## src/rtl/seq_divider.sv

```systemverilog
// Iterative unsigned restoring divider, one quotient bit per cycle, MSB first.
// Latency: done pulses N cycles after the accepting edge; one result per N+2 cycles.
// Backpressure: start is honoured only while ready=1; requests during RUN/DONE are dropped.
module seq_divider #(
    parameter int N = 8
) (
    input  logic         clk,
    input  logic         reset,
    input  logic         start,
    input  logic [N-1:0] a,
    input  logic [N-1:0] b,
    output logic         ready,
    output logic         done,
    output logic [N-1:0] q,
    output logic [N-1:0] r,
    output logic         dbz
);

    localparam int CW = $clog2(N);

    typedef enum logic [1:0] {IDLE, RUN, DONE} state_t;

    state_t        state;
    state_t        state_nxt;
    logic [N-1:0]  rem;
    logic [N-1:0]  rem_nxt;
    logic [N-1:0]  qsh;
    logic [N-1:0]  qsh_nxt;
    logic [N-1:0]  dvs;
    logic [CW-1:0] cnt;
    logic          dbz_r;
    logic [N:0]    shifted;
    logic [N:0]    trial;

    // The partial remainder is always below the divisor (or holds a prefix of a
    // when dividing by zero), so its top bit is structurally zero and not stored.
    always_comb begin
        shifted = {rem, qsh[N-1]};
        trial   = shifted - {1'b0, dvs};
        if (!trial[N]) begin
            rem_nxt = trial[N-1:0];
            qsh_nxt = {qsh[N-2:0], 1'b1};
        end else begin
            rem_nxt = shifted[N-1:0];
            qsh_nxt = {qsh[N-2:0], 1'b0};
        end
    end

    always_ff @(posedge clk or posedge reset) begin
        if (reset) begin
            state <= IDLE;
        end else begin
            state <= state_nxt;
        end
    end

    always_comb begin
        state_nxt = state;
        ready     = 1'b0;
        done      = 1'b0;
        case (state)
            IDLE: begin
                ready = 1'b1;
                if (start) begin
                    state_nxt = RUN;
                end
            end
            RUN: begin
                if (cnt == '0) begin
                    state_nxt = DONE;
                end
            end
            DONE: begin
                done      = 1'b1;
                state_nxt = IDLE;
            end
            default: state_nxt = IDLE;
        endcase
    end

    always_ff @(posedge clk or posedge reset) begin
        if (reset) begin
            rem   <= '0;
            qsh   <= '0;
            dvs   <= '0;
            cnt   <= '0;
            dbz_r <= 1'b0;
            q     <= '0;
            r     <= '0;
            dbz   <= 1'b0;
        end else begin
            case (state)
                IDLE: begin
                    if (start) begin
                        rem   <= '0;
                        qsh   <= a;
                        dvs   <= b;
                        cnt   <= CW'(N - 1);
                        dbz_r <= (b == '0);
                    end
                end
                RUN: begin
                    rem <= rem_nxt;
                    qsh <= qsh_nxt;
                    if (cnt == '0) begin
                        q   <= qsh_nxt;
                        r   <= rem_nxt;
                        dbz <= dbz_r;
                    end else begin
                        cnt <= cnt - CW'(1);
                    end
                end
                default: ;
            endcase
        end
    end

endmodule
```

## config.mk

```make
export PLATFORM = sky130hd
export DESIGN_NAME = seq_divider
export DESIGN_NICKNAME = d
export VERILOG_FILES = /design/src/rtl/seq_divider.sv
export SDC_FILE = /design/constraint.sdc
export NUM_CORES = 1
export LEC_CHECK = 0
export ABC_AREA = 0
export BUFFER_PORTS_ARGS = -buffer_cell sky130_fd_sc_hd__buf_2
export CORE_MARGIN = 2
export CORE_UTILIZATION = 25
export DETAILED_ROUTE_END_ITERATION = 6
export PLACE_DENSITY_LB_ADDON = 0.05
export SLEW_MARGIN = 20
export SYNTH_ARGS = -nofsm -noshare
export SYNTH_HDL_FRONTEND = slang
export SYNTH_SLANG_ARGS = --single-unit
```

## constraint.sdc

```tcl
create_clock -name clk -period 2.87 [get_ports clk]
set_input_delay 0.1435 -clock clk [delete_from_list [all_inputs] [get_ports clk]]
set_output_delay 0.1435 -clock clk [all_outputs]
set_load 0.005 [all_outputs]
```

== Word level (Yosys, flattened, before mapping) ==
Index checks and enable logic that the tools add are counted.

* Register bits: 47
* Bits in latches: 0
* RAM bits: 0
* Memory bits (read-only): 0
* Output and inout port bits: 19
* Word-level logic and storage cells: 39
* Memories kept: 0

* Add/subtract/negate cells: 2
* $mul: 0
* Divide/modulo/power cells: 0
* $lt $le $gt $ge: 0
* Equal/unequal tests: 5
* Shift-type cells: 0
* Muxes and demuxes: 14
* Bitwise gates (word level): 0
* Reductions and logical operators: 9

{| class="wikitable"
|+ Operators by type and width
! operator !! count
|-
| $pmux W8 S2 || 2
|-
| $mux W8 || 3
|-
| $sub A9 B8 Y9 || 1
|-
| $logic_not A8 Y1 || 1
|-
| $reduce_and A2 Y1 || 4
|-
| $mux W3 || 2
|-
| $ne A2 B2 Y1 const B || 3
|-
| $pmux W3 S2 || 1
|-
| $mux W2 || 2
|-
| $pmux W2 S2 || 1
|-
| $logic_not A3 Y1 || 1
|-
| $mux W1 || 3
|-
| $reduce_and A3 Y1 || 1
|-
| $sub A3 B1 Y3 const B || 1
|-
| $eq A2 B1 Y1 const B || 1
|-
| $eq A2 B2 Y1 const B || 1
|-
| $logic_not A2 Y1 || 1
|-
| $reduce_bool A2 Y1 || 1
|}

== Logic depth before layout (Yosys ltp) ==
Gate-level depths: netlist of the first run.

* Word-level depth: 3
* Depth in mapped cells: 10
* Depth with buffers taken out: 9

== Worst setup path before layout of the first run ==
Ideal clock, no wire load.

* Path kind: register to register
* Start: reg qsh[7]
* End: reg rem[5]
* Library setup time: 77 ps
* Data arrival time: 2,305 ps
* Data required time: 2,793 ps
* Setup slack: 488 ps
* Stages on the path, launching flop included: 11
* Clock period less this slack: 2,382 ps
* Cells stage by stage: dfrtp_1 -> inv_1 -> ha_1 -> inv_1 -> fa_1 -> a211oi_4 -> o211ai_2 -> a221oi_2 -> buf_6 -> mux2_4 -> o21ai_1

* Longest elaborated chain between the ends: 3

{| class="wikitable"
|+ RTL lines
! what !! line !! source
|-
| from (decl) || 27 || <nowiki>logic [N-1:0] qsh;</nowiki>
|-
| from (signal assigned) || 104 || <nowiki>qsh <= qsh_nxt;</nowiki>
|-
| $sub A9 B8 Y9 || 39 || <nowiki>trial = shifted - {1'b0, dvs};</nowiki>
|-
| $mux W8 || 40 || <nowiki>if (!trial[N]) begin</nowiki>
|-
| $pmux W8 S2 || 92 || <nowiki>case (state)</nowiki>
|-
| to (signal assigned) || 103 || <nowiki>rem <= rem_nxt;</nowiki>
|-
| to (decl) || 25 || <nowiki>logic [N-1:0] rem;</nowiki>
|}

Every way passes these cells.
A chain may end at the register's enable or synchronous reset.

== Final worst setup path of the first run ==
* Start: reg qsh[7]
* End: reg rem[0]

* Longest elaborated chain between the ends: 3

{| class="wikitable"
|+ RTL lines
! what !! line
|-
| $sub A9 B8 Y9 || 39
|-
| $mux W8 (*) || 40
|-
| $pmux W8 S2 (*) || 92
|}

Every way passes the cells marked *; elsewhere a longest branch is shown, timed or not.

==> reports/metrics.csv, run 1 <==
metric,value,unit
antenna cells,0,
Syn-to-layout area delta,18.2,%
Final setup viols,0,
Inst Count DP,417,
outcome,finished clean,
Multi-input gate area,1130,um2
Post-Syn Instances,255,
Synth Area in Simple Gates,0.167,
ranking of synthesized cells by area,"dfrtp_1 (49%), nand2_1 (9.0%), ha_1 (5.2%), mux2i_1 (5.0%), o21ai_0 (4.6%)",
most frequent cells in the layout,"nand2_1 (58), dfrtp_1 (47), buf_2 (37)",
DRT Pass-1 Iters,4,
R2R depth,10,
"Clk Latency, worst-skew pair",0.30,ns
layout cell share with drive strength beyond 1,0.206,
largest family of logic cells by synthesized area,simple AND/OR/NAND/NOR gates,
final core occ,0.307,
sequential cell area,1180,um2
"flops & latches, synth",47,
RSZ-0062 raised after global routing,false,
post-layout minimum cycle time,2.61,ns
# Max-Cap Violations,0,
Leak Pwr,1.36,nW
drt initial violations,50,
pin count of the biggest net entering global routing,26,
grt total ovfl,0,
gr busiest metal,met2,
Worst setup SP type,flip-flop,
Fin. Hold Viols,0,
R2R setup slack,0.26,ns
RR Startpoint,qsh[7],
synthesized cell area,2420,um2
mux cell area share after synthesis,0.0698,
Max Slew Vio Count,0,
Via density,4.29,
Syn Nets,285,
Die Area,10500,um2
GR Util met3,0.0239,
Routed Antenna Nets,0,
initial antenna violation count,0,
Setup WS pre-CTS,0.271,ns
GRT Overall Usage,0.124,
# IOs,38,
syn avg cell area,9.48,um2
final worst slack,0.259,ns
routed len/inst,13.9,um
Setup CP Type,flip-flop to flip-flop,
slew margin rel.,0.523,
gpl congestion,0.777,
area share of the largest cell type after synthesis,0.486,
hold crit path type,input pin to flip-flop,
chip width,102,um
part of the Yosys area used for sequential elements,0.486,
Initial Util,0.259,
Core ar.,9330,um2
Max VDD drop,0.357,mV
Critical path destination,rem[0],
vias in the first global route,1896,
clock root buffer,clkbuf_8,
Tcrit/Tclk final,0.910,
DRC,0,
CP arrival,2.82,ns
H-tree depth,2,
Slew @ Worst Pin,0.715,ns
cts bufs inserted,5,
fmax,0.383,GHz
"non-filler cells, final",425,
Filler cells,993,
asr flop ratio synth,1.00,
maximum fanout along the worst path,11,
Final Skew,0.0143,ns
most common library cell in the layout ignoring fill and taps,nand2_1,
clk sink count,47,
Synth Area in XOR/XNOR,0.0181,
RR Endpoint,rem[0],
hold_sp,b[5],
CTS tree,done,
Critical Path End Type,flip-flop,
Ys Warns,0,
Total Wirelength,5910,um
PortBufs,37,
Die Height,102,um
vias,1825,
Cell Rows,35,
synth unique cells,39,
post-synthesis compound-gate area fraction,0.154,
post-synthesis adder-cell area fraction,0.0600,
Hold Worst Slack,0.0742,ns
first-pass GRT wire length,9780,um
HPWL Detailed,4210,um
TNS Setup,0,ns
Cell Pwr Density,1300,nW/um2
met1 Use GR,0.162,
Worst Path Required,3.08,ns
Final #Nets,326,
Clock Tree Buf Depth,2,
register clock-pin slew on the reported worst setup and hold paths,0.09,ns
"Top FF cell, synth",dfrtp_1,
largest area contributor in the netlist,dfrtp_1,
GR Layer Usage met2,0.207,
Worst Setup SP,qsh[7],
Post-synth EDFFs,0,
power breakdown:
| group | switching [mW] | leakage, nW | internal [mW] | total (mW) |
|---|---|---|---|---|
| logic | 1.19 | 0.727 | 0.953 | 2.14 |
| clock network | 0.226 | 0.0470 | 0.190 | 0.415 |
| registers | 0.197 | 0.585 | 0.975 | 1.17 |
| total | 1.61 | 1.36 | 2.12 | 3.73 |
synth_stat cells, drive strengths merged, types with 3 or more instances:
cell type   n
nand2      58
dfrtp      47
o21ai      34
inv        16
mux2i      12
ha         10
nor2       10
a21oi       9
nor2b       7
clkbuf      6
nand2b      5
a211oi      4
buf         4
mux2        4
xor2        4
nand3       3
o211ai      3
stage by stage:
stage               area (um2)  total power, mW
floorplan                 2420             2.82
global placement          2760             3.37
detailed placement        2760             3.37
CTS                       2860             3.81
global route              2860             4.14
finish                    2860             3.73
worst min path at each step:
stage	endpoint	slack, ns	cells past startpoint
2_1_floorplan	dvs[1]	0.26	2
3_3_place_gp	cnt[1]	0.25	2
3_5_place_dp	cnt[1]	0.24	2
4_1_cts	dvs[4]	0.06	3
5_1_grt	dvs[6]	0.08	3
6_report	dvs[5]	0.07	3
critical path, cell delays in order (launching register included):
cell,delay (ns)
dfrtp_1,0.38
inv_1,0.07
ha_1,0.15
inv_1,0.05
fa_1,0.43
a211oi_4,0.30
o211ai_2,0.13
a221oi_2,0.24
buf_4,0.25
mux2_2,0.37
o21ai_0,0.14
cell families (layout without fill, tap and decap cells):
logic type | after synthesis | count (layout)
flops | 47 | 47
simple gates | 91 | 91
fa+ha+maj | 11 | 11
buf+inv | 26 | 67
mux | 16 | 16
compound gates | 59 | 59
xor+xnor | 5 | 5
state kept, by name, indices dropped and copies added, names as in the netlist:
| register | cells |
|---|---|
| dvs | 8 |
| q | 8 |
| qsh | 8 |
| r | 8 |
| rem | 8 |
| cnt | 3 |
| state | 2 |
| dbz | 1 |
| dbz_r | 1 |
timing repair:
action | CTS | global route
resized for setup | 0 | 0
hold buffers | 1 | 0
setup buffers | 0 | 0
endpoints found under the hold margin | 23 | 0
metal layers:
layer / up-vias / part of all wire / wire length (um)
li1: 937 / - / -
met1: 860 / 0.48 / 2820
met2: 22 / 0.49 / 2870
met3: 6 / 0.025 / 148
met4: 0 / 0.013 / 77
met5: - / 0 / 0
cell type report:
class | count | area share
tap | 129 | 0.0565
timing repair buffer | 44 | 0.0840
clock buffer | 6 | 0.0289
sequential | 47 | 0.411
multi-input combinational | 182 | 0.397
clock inverter | 1 | 0.00175
inverter | 16 | 0.0210
(Power assumes the default switching activity.)
==> run 2, diff against run 1 <==
- CELL_PAD_IN_SITES_DETAIL_PLACEMENT: not set -> 2
- CELL_PAD_IN_SITES_GLOBAL_PLACEMENT: not set -> 2
- PLACE_DENSITY: not set -> 0.59
- PLACE_DENSITY_LB_ADDON: 0.05 -> not set
==> reports/metrics.csv, run 2 (same netlist as run 1, synthesis figures left out) <==
metric,value,unit,change
outcome,finished with violations,,was finished clean
failing checks,negative hold slack,,
Final #Nets,326,,unchanged
Comb pwr share,0.591,,was 0.574
Die Height,102,um,unchanged
most frequent cells in the layout,"nand2_1 (58), dfrtp_1 (47), buf_2 (37)",,unchanged
Die Area,10500,um2,unchanged
Cell Pwr Density,1360,nW/um2,was 1300 nW/um2
most common library cell in the layout ignoring fill and taps,nand2_1,,unchanged
vias,1939,,was 1825
Worst setup SP type,flip-flop,,unchanged
Setup CP Type,flip-flop to flip-flop,,unchanged
"most used cell, CP",inv_1,,unchanged
Worst Path Required,3.09,ns,was 3.08 ns
gpl congestion,0.762,,was 0.777
H-tree depth,2,,unchanged
clk sink count,47,,unchanged
Via density,4.55,,was 4.29
first-pass GRT wire length,10900,um,was 9780 um
Max VDD drop,0.361,mV,was 0.357 mV
Clock power frac,0.103,,was 0.111
Fin. Hold Viols,47,,was 0
Final Skew,0.00633,ns,was 0.0143 ns
# Max-Cap Violations,0,,unchanged
sw frac,0.441,,was 0.432
TNS Setup,0,ns,unchanged
CTS tree,done,,unchanged
Setup WS pre-CTS,0.210,ns,was 0.271 ns
fmax,0.372,GHz,was 0.383 GHz
pin count of the biggest net entering global routing,48,,was 26
Routed Antenna Nets,0,,unchanged
layout cell share with drive strength beyond 1,0.205,,was 0.206
antenna cells,0,,unchanged
hold crit path type,input pin to async pin,,was input pin to flip-flop
crit-path cells,inv_1 > ha_1 > inv_1 > fa_1 > a211oi_4 > o211ai_2 > a221oi_2 > buf_6 > mux2_2 > o21ai_0,,was inv_1 > ha_1 > inv_1 > fa_1 > a211oi_4 > o211ai_2 > a221oi_2 > buf_4 > mux2_2 > o21ai_0
Syn-to-layout area delta,18.1,%,was 18.2%
DRT Pass-1 Iters,4,,unchanged
Sw Pwr,1.71,mW,was 1.61 mW
PortBufs,37,,unchanged
cts hold-fix bufs,0,,was 1
GRT Overall Usage,0.135,,was 0.124
chip width,102,um,unchanged
HPWL Detailed,4840,um,was 4210 um
"non-filler cells, final",426,,was 425
Final setup viols,0,,unchanged
register clock-pin slew on the reported worst setup and hold paths,0.09,ns,about the same
"Clk Latency, worst-skew pair",0.30,ns,about the same
CP arrival,2.90,ns,was 2.82 ns
grt total ovfl,0,,unchanged
Clock Tree Buf Depth,2,,unchanged
Slew @ Worst Pin,0.842,ns,was 0.715 ns
Total Wirelength,6510,um,was 5910 um
slew margin rel.,0.438,,was 0.523
Critical Path End Type,flip-flop,,unchanged
# IOs,38,,unchanged
Core ar.,9330,um2,unchanged
Leak Pwr,1.36,nW,about the same
Tcrit/Tclk final,0.936,,was 0.910
final worst slack,0.184,ns,was 0.259 ns
Max Slew Vio Count,0,,unchanged
drt initial violations,47,,was 50
cts bufs inserted,5,,unchanged
routed len/inst,15.3,um,was 13.9 um
worst stage delay on the critical path,0.43,ns,about the same
DRC,0,,unchanged
register share of total power,0.306,,was 0.314
Cell Rows,35,,unchanged
Internal Power,2.17,mW,was 2.12 mW
vias in the first global route,2089,,was 1896
Overall Power,3.88,mW,was 3.73 mW
Hold Worst Slack,-0.0215,ns,was 0.0742 ns
post-layout minimum cycle time,2.69,ns,was 2.61 ns
initial antenna violation count,0,,unchanged
clock root buffer,clkbuf_8,,unchanged
Inst Count DP,416,,was 417
slowest CP cell,fa_1,,unchanged
maximum fanout along the worst path,7,,was 11
Initial Util,0.259,,unchanged
[run 2: critical path: cells and delay by family (launching register included)]
| family | cells | cell delay, ns |
|---|---|---|
| AO/OA/AOI/OAI | 4 | 0.93 |
| flip-flops | 1 | 0.39 |
| adder cells (fa/ha/maj) | 2 | 0.60 |
| multiplexers | 1 | 0.35 |
| buffers and inverters | 3 | 0.34 |
[run 2: through the flow]
| stage | util | area, um2 |
|---|---|---|
| 3_3_place_gp | 0.295 | 2750 |
| 2_1_floorplan | - | 2420 |
| 5_1_grt | 0.306 | 2860 |
| 3_5_place_dp | 0.295 | 2750 |
| 4_1_cts | 0.304 | 2840 |
| 6_report | 0.306 | 2860 |
[run 2: worst paths after layout]
check / endpoint / cells after the start / slack, ns / from
worst max-delay path: r[0] / 10 / 0.18 / qsh[7]
worst min-delay path: q[3] / 2 / -0.02 / reset
worst max register to register: r[0] / 10 / 0.18 / qsh[7]
worst min register to register: cnt[0] / 1 / 0.47 / cnt[0]
max in group asynchronous: rem[0] / 2 / 2.39 / reset
min in group clk: dvs[7] / 3 / 0.06 / b[7]
[run 2: final cells by class]
cell class | count | area, um2
fill | 1058 | 6470
tap | 129 | 161
sequential | 47 | 1180
clock buffer | 7 | 76.3
clock inverter | 1 | 5.00
timing repair buffer | 44 | 241
inverter | 16 | 61.3
multi-input combinational | 182 | 1130
[run 2: what timing repair did]
item | CTS | global route
setup buffers | 0 | 2
gates resized for setup | 0 | 1
endpoints found under the setup margin | 0 | 2
hold endpoints to repair | 0 | 0
[run 2: power groups by stage]
stage	clock [mW]	combinational [mW]	sequential (mW)
detailed placement	0	2.27	1.20
floorplan	0	1.68	1.15
global route	0.440	2.62	1.23
finish	0.400	2.30	1.19
global placement	0	2.19	1.20
CTS	0.423	2.28	1.19
[run 2: metal layers]
metal / global-route usage / up-vias / part of all wire
met2: 0.222 / 17 / 0.48
li1: - / 935 / -
met3: 0.0246 / 2 / 0.019
met1: 0.185 / 985 / 0.50
met4: 0.0308 / 0 / 0.0045
met5: 0 / - / 0
==> run 3, diff against run 2 <==
- CORE_UTILIZATION: 25 -> 35
- PLACE_DENSITY: 0.59 -> 0.78
==> reports/metrics.csv, run 3 (same netlist as run 1, synthesis figures left out) <==
metric,value,unit,change
Inst Count DP,368,,was 416
postcts setup bufs,0,,unchanged
final worst slack,0.221,ns,was 0.184 ns
clk sink count,47,,unchanged
hold crit path type,input pin to async pin,,unchanged
"Clk Latency, worst-skew pair",0.30,ns,about the same
Hold Worst Slack,-0.0230,ns,was -0.0215 ns
Core ar.,6760,um2,was 9330 um2
vias,1968,,was 1939
Critical Path End Type,flip-flop,,unchanged
post-layout minimum cycle time,2.65,ns,was 2.69 ns
Final #Nets,325,,was 326
slew margin rel.,0.432,,was 0.438
PortBufs,37,,unchanged
CTS tree,done,,unchanged
Cell Rows,30,,was 35
outcome,finished with violations,,unchanged
Slew @ Worst Pin,0.851,ns,was 0.842 ns
grt total ovfl,0,,unchanged
Initial Util,0.358,,was 0.259
cts bufs inserted,5,,unchanged
Cell Pwr Density,1420,nW/um2,was 1360 nW/um2
vias in the first global route,2205,,was 2089
Syn-to-layout area delta,15.9,%,was 18.1%
TNS Setup,0,ns,unchanged
Total Wirelength,6500,um,was 6510 um
GRT Overall Usage,0.187,,was 0.135
antenna cells,0,,unchanged
drt initial violations,102,,was 47
Final Skew,0.00895,ns,was 0.00633 ns
Die Height,87.1,um,was 102 um
CTS resizes,0,,unchanged
Leak Pwr,1.36,nW,about the same
# IOs,38,,unchanged
register clock-pin slew on the reported worst setup and hold paths,0.09,ns,about the same
chip width,87.1,um,was 102 um
Via density,5.25,,was 4.55
Tcrit/Tclk final,0.923,,was 0.936
"non-filler cells, final",375,,was 426
fin area,2800,um2,was 2860 um2
layout cell share with drive strength beyond 1,0.203,,was 0.205
DRT Pass-1 Iters,4,,unchanged
Max VDD drop,0.417,mV,was 0.361 mV
Worst Path Required,3.08,ns,was 3.09 ns
DRC,0,,unchanged
Setup CP Type,flip-flop to flip-flop,,unchanged
placed cell area,2700,um2,was 2750 um2
most common library cell in the layout ignoring fill and taps,nand2_1,,unchanged
cts hold-fix bufs,0,,unchanged
gpl congestion,0.785,,was 0.762
Die Area,7590,um2,was 10500 um2
H-tree depth,2,,unchanged
Routed Antenna Nets,0,,unchanged
Worst setup SP type,flip-flop,,unchanged
CP arrival,2.86,ns,was 2.90 ns
initial antenna violation count,0,,unchanged
routed len/inst,17.3,um,was 15.3 um
RSZ-0062 raised after global routing,false,,
most frequent cells in the layout,"nand2_1 (58), dfrtp_1 (47), buf_2 (37)",,unchanged
fmax,0.378,GHz,was 0.372 GHz
maximum fanout along the worst path,4,,was 7
Final setup viols,0,,unchanged
Fin. Hold Viols,43,,was 47
first-pass GRT wire length,10900,um,about the same
Max Slew Vio Count,0,,unchanged
HPWL Detailed,4740,um,was 4840 um
Clock Tree Buf Depth,2,,unchanged
# Max-Cap Violations,0,,unchanged
pin count of the biggest net entering global routing,48,,unchanged
Setup WS pre-CTS,0.241,ns,was 0.210 ns
clock root buffer,clkbuf_8,,unchanged
failing checks,negative hold slack,,unchanged
-- run 3: final cells by class --
cell class                      instances  area [um2]
Clock buffer                            6        72.6
Fill cell                             762        3950
Multi-Input combinational cell        182        1130
Timing Repair Buffer                   43         230
Clock inverter                          1        30.0
Tap cell                               80         100
Inverter                               16        61.3
Sequential cell                        47        1180
-- run 3: report_power, final --
| part | internal, mW | switching (mW) |
|---|---|---|
| logic | 0.986 | 1.33 |
| clock network | 0.256 | 0.224 |
| registers | 0.975 | 0.212 |
| total | 2.22 | 1.76 |
-- run 3: stage by stage --
step | hold slack, ns | total power, mW | util
global route | 0.0333 | 4.35 | 0.415
floorplan | 0.260 | 2.82 | -
global placement | 0.370 | 3.36 | 0.400
finish | -0.0230 | 3.98 | 0.415
detailed placement | 0.386 | 3.52 | 0.400
CTS | 0.0730 | 4.05 | 0.415
-- run 3: path summary, 6_finish.rpt --
path | from | end | cells after the start | slack [ns]
max | qsh[7] | rem[0] | 10 | 0.22
min | reset | q[0] | 2 | -0.02
max reg2reg | qsh[7] | rem[0] | 10 | 0.22
min reg2reg | cnt[0] | cnt[0] | 1 | 0.47
max in group asynchronous | reset | dvs[0] | 2 | 2.38
min in group clk | b[1] | dvs[1] | 3 | 0.08
-- run 3: metal layers --
| layer | vias up | part of all wire | GRT usage |
|---|---|---|---|
| met5 | - | 0 | 0 |
| met4 | 0 | 0.0071 | 0.0517 |
| met3 | 4 | 0.024 | 0.0370 |
| met2 | 22 | 0.51 | 0.323 |
| met1 | 1004 | 0.46 | 0.239 |
| li1 | 938 | - | - |
-- run 3: critical path: stages, from the launching register on --
cell and delay, ns:
dfrtp_1 0.39, inv_1 0.08, ha_1 0.15, inv_1 0.05, fa_1 0.43, a211oi_4 0.29, o211ai_2 0.13, a221oi_2 0.32
buf_4 0.20, mux2_2 0.34, o21ai_0 0.18
